==> config.mk <==
export PLATFORM = sky130hd
export DESIGN_NAME = fifo_write_scheduler
export DESIGN_NICKNAME = d
export VERILOG_FILES = /design/src/rtl/fifo_write_scheduler_pkg.sv /design/src/rtl/fifo_write_scheduler_rr_arb2.sv /design/src/rtl/fifo_write_scheduler.sv
export SDC_FILE = /design/constraint.sdc
export NUM_CORES = 1
export LEC_CHECK = 0
export ABC_AREA = 1
export CORE_ASPECT_RATIO = 1.4
export CORE_MARGIN = 2
export CORE_UTILIZATION = 49
export DETAILED_ROUTE_END_ITERATION = 6
export PLACE_DENSITY = 0.85
export SETUP_SLACK_MARGIN = 0.4
export SLEW_MARGIN = 30
export SYNTH_ARGS = -nofsm -noshare
export SYNTH_HDL_FRONTEND = slang
export SYNTH_HIERARCHICAL = 1
export SYNTH_SLANG_ARGS = --single-unit
==> constraint.sdc <==
create_clock -name clk -period 2.8 [get_ports clk]
set_input_delay 0.28 -clock clk [delete_from_list [all_inputs] [get_ports clk]]
set_output_delay 0.28 -clock clk [all_outputs]
set_load 0.005 [all_outputs]
==> src/rtl/fifo_write_scheduler_pkg.sv <==
// Shared definitions for the FIFO write scheduler: FSM state encoding and
// the default terminator byte that arms a drain once it has been written.
package fifo_write_scheduler_pkg;

  // Scheduler states: wait for work, wait for FIFO ready, single write cycle, drain
  typedef enum logic [1:0] {
    ST_IDLE  = 2'd0,
    ST_SETUP = 2'd1,
    ST_WRITE = 2'd2,
    ST_DRAIN = 2'd3
  } sched_state_t;

  // Carriage return ends a message and triggers an upload of the FIFO
  localparam logic [7:0] DEFAULT_TERM_BYTE = 8'h0D;

  // Grant encoding used by the arbiter and the scheduler
  localparam logic GRANT_REQ0 = 1'b0;
  localparam logic GRANT_REQ1 = 1'b1;

endpackage

==> src/rtl/fifo_write_scheduler_rr_arb2.sv <==
// Two-way round-robin arbiter. Purely combinational: a sole requester always
// wins, and when both request the one that was not served last wins.
module rr_arb2
  import fifo_write_scheduler_pkg::*;
(
  input  logic i_req0,
  input  logic i_req1,
  input  logic i_last_grant,
  output logic o_grant,
  output logic o_valid
);

  // Pick the winner; with both requesting, alternate away from the last grant
  always_comb begin
    o_valid = i_req0 | i_req1;
    o_grant = GRANT_REQ0;
    if (i_req0 && i_req1) begin
      o_grant = ~i_last_grant;
    end else if (i_req1) begin
      o_grant = GRANT_REQ1;
    end
  end

endmodule

==> src/rtl/fifo_write_scheduler.sv <==
// Shares the single FIFO write port between the UART rx path (req0) and the
// push-button value generator (req1), sequences each write against FIFO
// busy/full, and starts the FIFO->out->com drain on level, full or terminator.
module fifo_write_scheduler
  import fifo_write_scheduler_pkg::*;
#(
  parameter int                DATA_W      = 8,
  parameter int                CNT_W       = 10,
  parameter int                DRAIN_LEVEL = 16,
  parameter logic [DATA_W-1:0] TERM_BYTE   = DATA_W'(DEFAULT_TERM_BYTE)
) (
  input  logic              clk,
  input  logic              reset,
  input  logic              req0,
  input  logic [DATA_W-1:0] data0,
  output logic              ack0,
  input  logic              req1,
  input  logic [DATA_W-1:0] data1,
  output logic              ack1,
  input  logic              fifo_busy,
  input  logic              fifo_full,
  input  logic [CNT_W-1:0]  fifo_count,
  output logic              fifo_we,
  output logic [DATA_W-1:0] fifo_din,
  output logic              drain_en,
  input  logic              drain_done,
  output logic [15:0]       wr_total
);

  sched_state_t      r_state;
  sched_state_t      w_next_state;

  logic              r_grant;
  logic              r_last_grant;
  logic              r_term_flag;
  logic              r_pending;
  logic [DATA_W-1:0] r_fifo_din;
  logic [15:0]       r_wr_total;
  logic              r_fifo_we;
  logic              r_ack0;
  logic              r_ack1;
  logic              r_drain_en;

  logic              w_arb_grant;
  logic              w_arb_valid;
  logic              w_drain_trigger;
  logic              w_fifo_we_nxt;
  logic              w_ack0_nxt;
  logic              w_ack1_nxt;
  logic              w_drain_en_nxt;

  rr_arb2 u_arb (
    .i_req0       (req0),
    .i_req1       (req1),
    .i_last_grant (r_last_grant),
    .o_grant      (w_arb_grant),
    .o_valid      (w_arb_valid)
  );

  // A drain is due when a terminator was written, the FIFO is full, or it is filled past the level
  assign w_drain_trigger = r_term_flag | fifo_full | (fifo_count >= CNT_W'(DRAIN_LEVEL));

  // State register; reset aborts any write or drain in progress
  always_ff @(posedge clk or posedge reset) begin
    if (reset) begin
      r_state <= ST_IDLE;
    end else begin
      r_state <= w_next_state;
    end
  end

  // Next-state decode: drains take priority over new bytes while idle
  always_comb begin
    w_next_state = r_state;
    case (r_state)
      ST_IDLE: begin
        if (w_drain_trigger) begin
          w_next_state = ST_DRAIN;
        end else if (w_arb_valid) begin
          w_next_state = ST_SETUP;
        end
      end
      ST_SETUP: begin
        if (fifo_full) begin
          w_next_state = ST_DRAIN;
        end else if (!fifo_busy) begin
          w_next_state = ST_WRITE;
        end
      end
      ST_WRITE: begin
        w_next_state = ST_IDLE;
      end
      ST_DRAIN: begin
        if (drain_done) begin
          w_next_state = r_pending ? ST_SETUP : ST_IDLE;
        end
      end
      default: begin
        w_next_state = ST_IDLE;
      end
    endcase
  end

  // Output decode from the upcoming state so the registered outputs line up with it
  always_comb begin
    w_fifo_we_nxt  = (w_next_state == ST_WRITE);
    w_ack0_nxt     = (w_next_state == ST_WRITE) && (r_grant == GRANT_REQ0);
    w_ack1_nxt     = (w_next_state == ST_WRITE) && (r_grant == GRANT_REQ1);
    w_drain_en_nxt = (w_next_state == ST_DRAIN);
  end

  // Output registers; cleared asynchronously so a reset drops them immediately
  always_ff @(posedge clk or posedge reset) begin
    if (reset) begin
      r_fifo_we  <= 1'b0;
      r_ack0     <= 1'b0;
      r_ack1     <= 1'b0;
      r_drain_en <= 1'b0;
    end else begin
      r_fifo_we  <= w_fifo_we_nxt;
      r_ack0     <= w_ack0_nxt;
      r_ack1     <= w_ack1_nxt;
      r_drain_en <= w_drain_en_nxt;
    end
  end

  // Grant/data latch, flags and write counter; a byte held across a full-FIFO drain is kept intact
  always_ff @(posedge clk or posedge reset) begin
    if (reset) begin
      r_grant      <= GRANT_REQ0;
      r_last_grant <= GRANT_REQ1;
      r_term_flag  <= 1'b0;
      r_pending    <= 1'b0;
      r_fifo_din   <= '0;
      r_wr_total   <= 16'd0;
    end else begin
      case (r_state)
        ST_IDLE: begin
          if (!w_drain_trigger && w_arb_valid) begin
            r_grant    <= w_arb_grant;
            r_fifo_din <= (w_arb_grant == GRANT_REQ1) ? data1 : data0;
          end
        end
        ST_SETUP: begin
          if (fifo_full) begin
            r_pending <= 1'b1;
          end
        end
        ST_WRITE: begin
          r_last_grant <= r_grant;
          r_wr_total   <= r_wr_total + 16'd1;
          if (r_fifo_din == TERM_BYTE) begin
            r_term_flag <= 1'b1;
          end
        end
        ST_DRAIN: begin
          if (drain_done) begin
            r_term_flag <= 1'b0;
            r_pending   <= 1'b0;
          end
        end
        default: begin
        end
      endcase
    end
  end

  assign fifo_we  = r_fifo_we;
  assign ack0     = r_ack0;
  assign ack1     = r_ack1;
  assign drain_en = r_drain_en;
  assign fifo_din = r_fifo_din;
  assign wr_total = r_wr_total;

endmodule

==> results of run 1 <==
## cell usage in the layout, fill, tap and decap left out, types with 3 or more instances in the layout
cell type / n
clkdlybuf4s50_1: 56
nand2_1: 44
dfrtp_1: 33
inv_1: 22
nor2_1: 15
nand3_1: 8
mux2i_1: 8
o21ai_2: 8
xnor2_1: 7
nand3_2: 6
clkbuf_8: 6
nand4_1: 5
nand2_4: 4
xor2_1: 4
o21ai_1: 4
inv_2: 3
nor2_4: 3
nand2_2: 3
o21ai_0: 3
## cell usage after synthesis
master,instances
nand2_1,44
dfrtp_1,33
inv_1,22
nor2_1,15
mux2i_1,8
nand3_1,8
o21ai_2,8
xnor2_1,7
nand3_2,6
nand4_1,5
nand2_4,4
o21ai_1,4
xor2_1,4
inv_2,3
nand2_2,3
nor2_4,3
o21ai_0,3
nor2_2,2
nor2_8,2
a21oi_1,1
buf_8,1
clkbuf_2,1
dfstp_2,1
ha_1,1
nand3b_1,1
nor3_2,1
or2_1,1
## layer usage
| layer | GRT usage | vias up | wire, um |
|---|---|---|---|
| met5 | 0 | - | 0 |
| met4 | 0.100 | 0 | 74 |
| met3 | 0.0627 | 7 | 224 |
| met2 | 0.365 | 59 | 1970 |
| met1 | 0.211 | 667 | 1290 |
| li1 | - | 734 | - |
## cell type report
cell class              instances  area [um^2]  area share
multi-input cells             131          826       0.331
repair buffers                 58          576       0.231
inverters                      25         93.8      0.0377
flip-flops and latches         34          852       0.342
clock inverters                 1         5.00     0.00201
well taps                      42         52.6      0.0211
clock buffers                   7         86.3      0.0347
## logic make-up (layout without fill, tap and decap cells)
family,after synthesis,after routing,synth area share
mux,8,8,0.0447
xor+xnor,11,11,0.0538
simple gates,95,95,0.294
compound gates,16,16,0.0614
flops,34,34,0.476
buf+inv,27,91,0.0635
fa+ha+maj,1,1,0.00698
## per-stage QoR
stage	utilization	cell area, um^2	total power [mW]	setup slack, ns	hold slack (ns)
floorplan	-	1790	0.952	1.55	0.421
global placement	0.671	2400	1.15	1.24	0.462
detailed placement	0.671	2400	1.17	1.23	0.463
CTS	0.696	2490	1.54	1.24	0.402
global route	0.696	2490	1.62	1.19	0.448
finish	0.696	2490	1.52	1.26	0.375
## registers in the layout (all words and copies together) (netlist names)
| name | count |
|---|---|
| r_grant | 1 |
| ack0 | 1 |
| fifo_we | 1 |
| drain_en | 1 |
| r_last_grant | 1 |
| wr_total | 16 |
| r_state | 2 |
| fifo_din | 8 |
| r_term_flag | 1 |
| ack1 | 1 |
| r_pending | 1 |
## power groups by stage
stage          Clock [mW]  Combinational, mW  Sequential [mW]
4_1_cts             0.383              0.496            0.664
5_1_grt             0.397              0.551            0.677
2_1_floorplan           0              0.293            0.659
3_3_place_gp            0              0.480            0.671
6_report            0.371              0.486            0.661
3_5_place_dp            0              0.495            0.671
## final timing paths
path                             startpoint           to  slack, ns  depth (start not counted)
worst max register to register  wr_total[1]  wr_total[6]       1.45                          6
worst max-delay path            wr_total[8]  wr_total[8]       1.26                          1
worst min-delay path                  reset  fifo_din[5]       0.38                          2
max in group asynchronous             reset  wr_total[4]       1.75                          3
worst min register to register      r_grant         ack0       0.48                          1
min in group clk                    r_grant         ack0       0.48                          1
==> flow_summary.toml, run 1 <==
[grt]
grt_max_degree = 19
track_usage = 0.205
overflow = 0
antenna_found_initial = 0
grt_pass1_vias = 1475
grt_pass1_wl_um = 6120

[logic_synthesis]
ys_types = 27
netlist_area_mm2 = 0.00179
synth_top_cell_by_area = "dfrtp_1"
yosys.area.top_type_share = 0.461
synth-seq-area-share = 0.476
syn_area_per_cell_um2 = 9.33
yosysWarningCount = 6
ys_seq_elements = 34
synth.area.top_cells = "dfrtp_1 46%, nand2_1 9.2%, inv_1 4.6%, mux2i_1 4.5%, o21ai_2 3.9%"
syn_nets = 226
synth_cells = 192

[timing]
skew_ns = 0.00443
fin_crit_sh = 0.549
setup_violations = 0
tightest_slew_ns = 0.633
drv_slew = 0
fmax_mhz = 650
rsz0062_at_grt = "no"
period_needed_ns = 1.54
hold_viol = 0
finalSetupTns_ns = 0
slew_headroom = 0.577

[layout]
area_growth_pct = 39.0
nets = 289
fillCellCount = 298
fin_cells = 298
antenna_cells = 0
layout-drive-gt1-share = 0.164

[cts]
post_cts_buffers = 0
cts_num_sinks = 34
clk_latency_ns = 0.29
cts_buffers = 5
ctsHtreeMaxLevel = 2
cts-hold-fix-buffers = 0
clk_pin_slew_worst_paths_ns = 0.07
cts_tree = "built"
clockRootBuffer = "clkbuf_8"
clockBufferDepth = 2
post_cts_resized = 0

[route]
drt_iter0_drc = 40
drt-pass1-iter-count = 4
routed_via_density = 4.92
drt_wl_total_um = 3560
antenna_left = 0
drc = 0
wl_per_cell_um = 12.0
dr_total_vias = 1467

[critical_path]
cpMaxStageDelayCell = "clkdlybuf4s50_1"
max_stage_delay_ns = 0.54
cp.required_ns = 2.52
startpoint_type = "flip-flop"
critPathCaptureType = "output port"
worstPathMaxFanout = 4
cp.buffers_inverters = 1
crit_type = "flip-flop to output port"
critical_path.top_delay_family = "buffers and inverters"
critPathArrivalTime_ns = 1.26
path_cells = "clkdlybuf4s50_1"

[pwr]
p_sw_frac = 0.331
p_comb_frac = 0.320
power_leakage_nw = 1.22
p_per_area_mw_per_mm2 = 609
ir_drop_mv = 0.512
p_int_mw = 1.01
switchingPower_mw = 0.503
seq_power_share = 0.435
clockPowerShare = 0.244

[floorplan]
initial_core_util = 0.501
die_area_mm2 = 0.00416
io_pins = 61
die_width_um = 55.1
placementRows = 26
die_h_um = 75.6
coreArea_mm2 = 0.00358

[flow_run]
drv_cap = 0

[worst_hold_path]
hp-class = "input pin to async pin"

[place]
hpwl_um = 2790
dp.cells = 290
gp_congestion = 0.717
numPortBuffers = 56

[run_status]
status = "complete, no violations"
No activity file was read; power rests on OpenSTA's default activity.
==> inputs of run 2 (changes only) <==
CORE_UTILIZATION = 45   (was 49)
PLACE_DENSITY = 0.79   (was 0.85)
clock period = 1.5 ns   (was 2.8 ns; I/O delays follow)
==> run 2 against run 1 <==
Against the previous run:
- utilization is 7.1 points higher
- die area up 8.3%
- wire length rose by 35%
- combinational power grew to 3.1 times the previous value
- cell count is 13% higher
- first-iteration DRC count rose by 80%
- critical path depth rose by 7
- hold slack got worse by 0.17 ns
- clock power rose by 76%
- worst setup slack got worse by 1.0 ns
- count of clock-buffer cells in the layout decreased by 1
- largest power group is now combinational cells
==> flow_summary.toml, run 2 (synthesized netlist as in run 1, its figures left out) <==
[critical_path]
startpoint_type = "flip-flop"
cp.required_ns = 1.74
critPathCaptureType = "flip-flop"
cpMaxStageDelayCell = "dfrtp_1"
critPathArrivalTime_ns = 1.48
worstPathMaxFanout = 6
path_cells = "buf_6 > buf_4 > nand3_4 > nor2_8 > nand2_4 > nor2_2 > nand3_1 > nand2_1"
max_stage_delay_ns = 0.35
crit_type = "flip-flop to flip-flop"

[layout]
layout-drive-gt1-share = 0.384
antenna_cells = 0
fin_cells = 337
largest_register_ffs = 16
nets = 327
area_growth_pct = 66.4
layout_commonest_cell = "nand2_1"
final_cell_mix = "35 x nand2_1, 30 x buf_4, 28 x dfrtp_1, 27 x clkdlybuf4s50_1, 21 x inv_1"

[floorplan]
io_pins = 61
placementRows = 27
die_width_um = 57.3
die_area_mm2 = 0.00451
initial_core_util = 0.461
coreArea_mm2 = 0.00388
die_h_um = 78.7

[cts]
clk_pin_slew_worst_paths_ns = 0.07
clk_latency_ns = 0.29
cts_buffers = 5
clockRootBuffer = "clkbuf_8"
cts_tree = "built"
clockBufferDepth = 2
ctsHtreeMaxLevel = 2
cts_num_sinks = 34

[grt]
overflow = 0
grt_pass1_wl_um = 7490
grt_pass1_vias = 1741
antenna_found_initial = 0
grt_max_degree = 35
track_usage = 0.217

[timing]
skew_ns = 0.00911
drv_slew = 0
hold_viol = 0
fin_crit_sh = 0.827
finalSetupTns_ns = 0
slew_headroom = 0.851
fmax_mhz = 807
rsz0062_at_grt = "yes"
setup_violations = 0
period_needed_ns = 1.24
tightest_slew_ns = 0.223

[pwr]
ir_drop_mv = 0.924
p_per_area_mw_per_mm2 = 1140
power_leakage_nw = 1.49

[route]
antenna_left = 0
wl_per_cell_um = 14.3
drc = 0
drt-pass1-iter-count = 4
dr_total_vias = 1719
drt_wl_total_um = 4810
drt_iter0_drc = 72
routed_via_density = 5.10

[place]
hpwl_um = 2810
numPortBuffers = 56
dp.cells = 291
gp_congestion = 0.845

[flow_run]
drv_cap = 0

[worst_hold_path]
hp-class = "input pin to async pin"

[run_status]
status = "complete, no violations"
==> run 2: changes by cell type in the layout (fill, tap and decap cells not counted), moves of 4 or more <==
cell,change
clkdlybuf4s15_1,+19
clkdlybuf4s50_1,-29
dfrtp_2,+5
nor2_1,-5
nor2_4,+4
dlygate4sd2_1,+7
nand2_1,-9
buf_6,+8
buf_4,+28
nand2_2,+8
nand3_1,-4
dfrtp_1,-5
==> run 2: worst paths after layout <==
check	from	endpoint	slack, ns	depth (start not counted)
max	wr_total[0]	wr_total[13]	0.26	8
min	reset	wr_total[12]	0.20	3
max reg2reg	wr_total[0]	wr_total[13]	0.26	8
min reg2reg	r_grant	ack0	0.50	1
max in group asynchronous	reset	r_last_grant	1.05	3
min in group clk	r_grant	ack0	0.50	1
==> run 2: stage by stage <==
step                      worst slack, ns  hold WS (ns)  cell area (um^2)  power, mW  utilization
after CTS                           0.207         0.203              2880       3.24        0.740
after floorplan                     0.305         0.291              1820       1.82            -
after global placement             0.0757         0.463              2430       2.19        0.627
after global routing                0.180         0.241              2980       3.59        0.767
after detailed placement           0.0544         0.480              2430       2.22        0.627
final                               0.260         0.203              2980       3.40        0.767
==> run 2: metal layers <==
layer  part of all wire  wire (um)  global-route usage
met5                  0          0                   0
met4              0.018         89               0.109
met3              0.063        303              0.0643
met2               0.56       2720               0.401
met1               0.35       1700               0.212
==> run 2: what timing repair did <==
action,in CTS,in global routing
pin swaps,11,11
setup endpoints to repair,55,47
gates cloned,2,0
hold buffers,0,0
setup buffers,30,6
gates resized for setup,72,31
==> run 2: power breakdown <==
| group | internal, mW | switching, mW | total [mW] |
|---|---|---|---|
| sequential | 1.09 | 0.155 | 1.24 |
| combinational | 0.753 | 0.752 | 1.50 |
| clock | 0.321 | 0.332 | 0.653 |
| total | 2.16 | 1.24 | 3.40 |
==> run 2: final cells by class <==
type / count / area, um^2
multi-input cells: 132 / 1010
fillers: 257 / 903
repair buffers: 95 / 880
flip-flops and latches: 34 / 858
inverters: 25 / 101
clock buffers: 6 / 72.6
well taps: 43 / 53.8
clock inverters: 2 / 10.0
==> run 2: worst max-delay path, delay by kind of cell (launching register included) <==
family	cells	cell delay [ns]
buffers and inverters	2	0.23
DFF	1	0.35
and+or+nand+nor	6	0.60
==> inputs of run 3 (changes only) <==
CORE_UTILIZATION = 41   (was 45)
PLACE_DENSITY = 0.76   (was 0.79)
clock period = 1.09 ns   (was 1.5 ns; I/O delays follow)
==> run 3 against run 2 <==
Against the previous run:
- the run now ends with setup timing left
- combinational power is 100% higher
- count of clock-buffer cells in the layout is 2 higher
- critical path type unchanged
- sequential power grew 40%
- cell count increased by 7.4%
==> flow_summary.toml, run 3 (synthesized netlist as in run 1, its figures left out) <==
[run_status]
status = "complete, but fails checks"
failed_checks = "setup timing"

[timing]
hold_viol = 0
fin_crit_sh = 1.19
tightest_slew_ns = 0.277
fmax_mhz = 773
slew_headroom = 0.815
rsz0062_at_grt = "yes"
drv_slew = 0
setup_violations = 36
period_needed_ns = 1.29
finalSetupTns_ns = -4.01
whs_ns = 0.120
setup_slack_ns = -0.203
skew_ns = 0.00475

[pwr]
power_leakage_nw = 1.64
power.total_mw = 5.85
p_sw_frac = 0.364
p_comb_frac = 0.517
switchingPower_mw = 2.13
ir_drop_mv = 1.65
clockPowerShare = 0.187
p_int_mw = 3.72
p_per_area_mw_per_mm2 = 1760
seq_power_share = 0.296

[cts]
cts_buffers = 5
cts_tree = "built"
ctsHtreeMaxLevel = 2
clockBufferDepth = 2
cts_num_sinks = 34
clockRootBuffer = "clkbuf_8"
clk_pin_slew_worst_paths_ns = 0.06
clk_latency_ns = 0.29

[layout]
fin_cells = 362
antenna_cells = 0
area_growth_pct = 86.1
nets = 350
final_util = 0.793
largest_register_ffs = 16
layout_commonest_cell = "buf_4"
layout-drive-gt1-share = 0.577
final_cell_mix = "38 x buf_4, 28 x nand2_1, 28 x dfrtp_1, 28 x clkdlybuf4s50_1, 25 x buf_6"

[route]
drc = 0
drt_iter0_drc = 59
dr_total_vias = 1821
antenna_left = 0
drt_wl_total_um = 5670
drt-pass1-iter-count = 4
routed_via_density = 5.03
wl_per_cell_um = 15.7

[grt]
grt_max_degree = 18
grt_pass1_wl_um = 8140
track_usage = 0.224
antenna_found_initial = 0
grt_pass1_vias = 1835
overflow = 0

[critical_path]
critPathArrivalTime_ns = 1.47
critPathCaptureType = "flip-flop"
startpoint_type = "flip-flop"
crit_type = "flip-flop to flip-flop"
cp.required_ns = 1.27
worstPathMaxFanout = 6

[place]
hpwl_um = 3280
numPortBuffers = 56
gp_congestion = 0.865
dp.cells = 315

[floorplan]
io_pins = 61
die_width_um = 59.9
initial_core_util = 0.426
placementRows = 28
die_h_um = 82.2
coreArea_mm2 = 0.00420
die_area_mm2 = 0.00492

[flow_run]
drv_cap = 0

[worst_hold_path]
hp-class = "input pin to async pin"
==> run 3: path summary, 6_finish.rpt <==
kind	startpoint	to	slack, ns	cells after the start
max	wr_total[0]	wr_total[6]	-0.20	7
min reg2reg	r_pending	r_pending	0.52	2
max reg2reg	wr_total[0]	wr_total[6]	-0.20	7
min in group clk	data1[1]	fifo_din[1]	0.51	3
min	reset	fifo_din[1]	0.12	2
max in group asynchronous	reset	wr_total[3]	0.56	3
==> run 3: area by class of cell <==
| class | instances | area (um^2) |
|---|---|---|
| multi-input cells | 133 | 1190 |
| repair buffers | 117 | 1010 |
| fillers | 246 | 870 |
| well taps | 45 | 56.3 |
| flip-flops and latches | 34 | 858 |
| clock buffers | 8 | 110 |
| inverters | 25 | 115 |
==> run 3: metrics by stage <==
stage / cell area, um^2 / setup WS (ns)
after floorplan: 1860 / -0.0875
after global routing: 3330 / -0.256
final: 3330 / -0.203
after CTS: 3010 / -0.144
after detailed placement: 2650 / -0.309
after global placement: 2650 / -0.267
==> run 3: power by group through the flow <==
| stage | registers (mW) | clock network (mW) | logic (mW) |
|---|---|---|---|
| 6_report | 1.73 | 1.10 | 3.03 |
| 5_1_grt | 1.75 | 1.18 | 3.21 |
| 2_1_floorplan | 1.77 | 0 | 0.861 |
| 4_1_cts | 1.70 | 1.12 | 2.45 |
| 3_5_place_dp | 1.78 | 0 | 1.84 |
| 3_3_place_gp | 1.76 | 0 | 1.78 |
==> run 3: what timing repair did <==
item	CTS	global route
buffers inserted	27	10
pin swaps	19	19
hold buffers	0	0
setup endpoints to repair	62	62
cloned	1	1
gates resized for setup	152	53
==> run 3: metal layers <==
metal | share of wire | vias up | track usage
met4 | 0.028 | 0 | 0.0933
met1 | 0.33 | 880 | 0.231
li1 | - | 859 | -
met5 | 0 | - | 0
met3 | 0.048 | 16 | 0.0592
met2 | 0.59 | 66 | 0.415
==> run 3: worst max-delay path: stages, from the launching register on <==
cell and delay [ns]:
dfrtp_2 0.39, buf_6 0.13, ha_4 0.14, nand3_4 0.10, nor2_8 0.16, nand2_2 0.08
xor2_1 0.15, inv_1 0.05
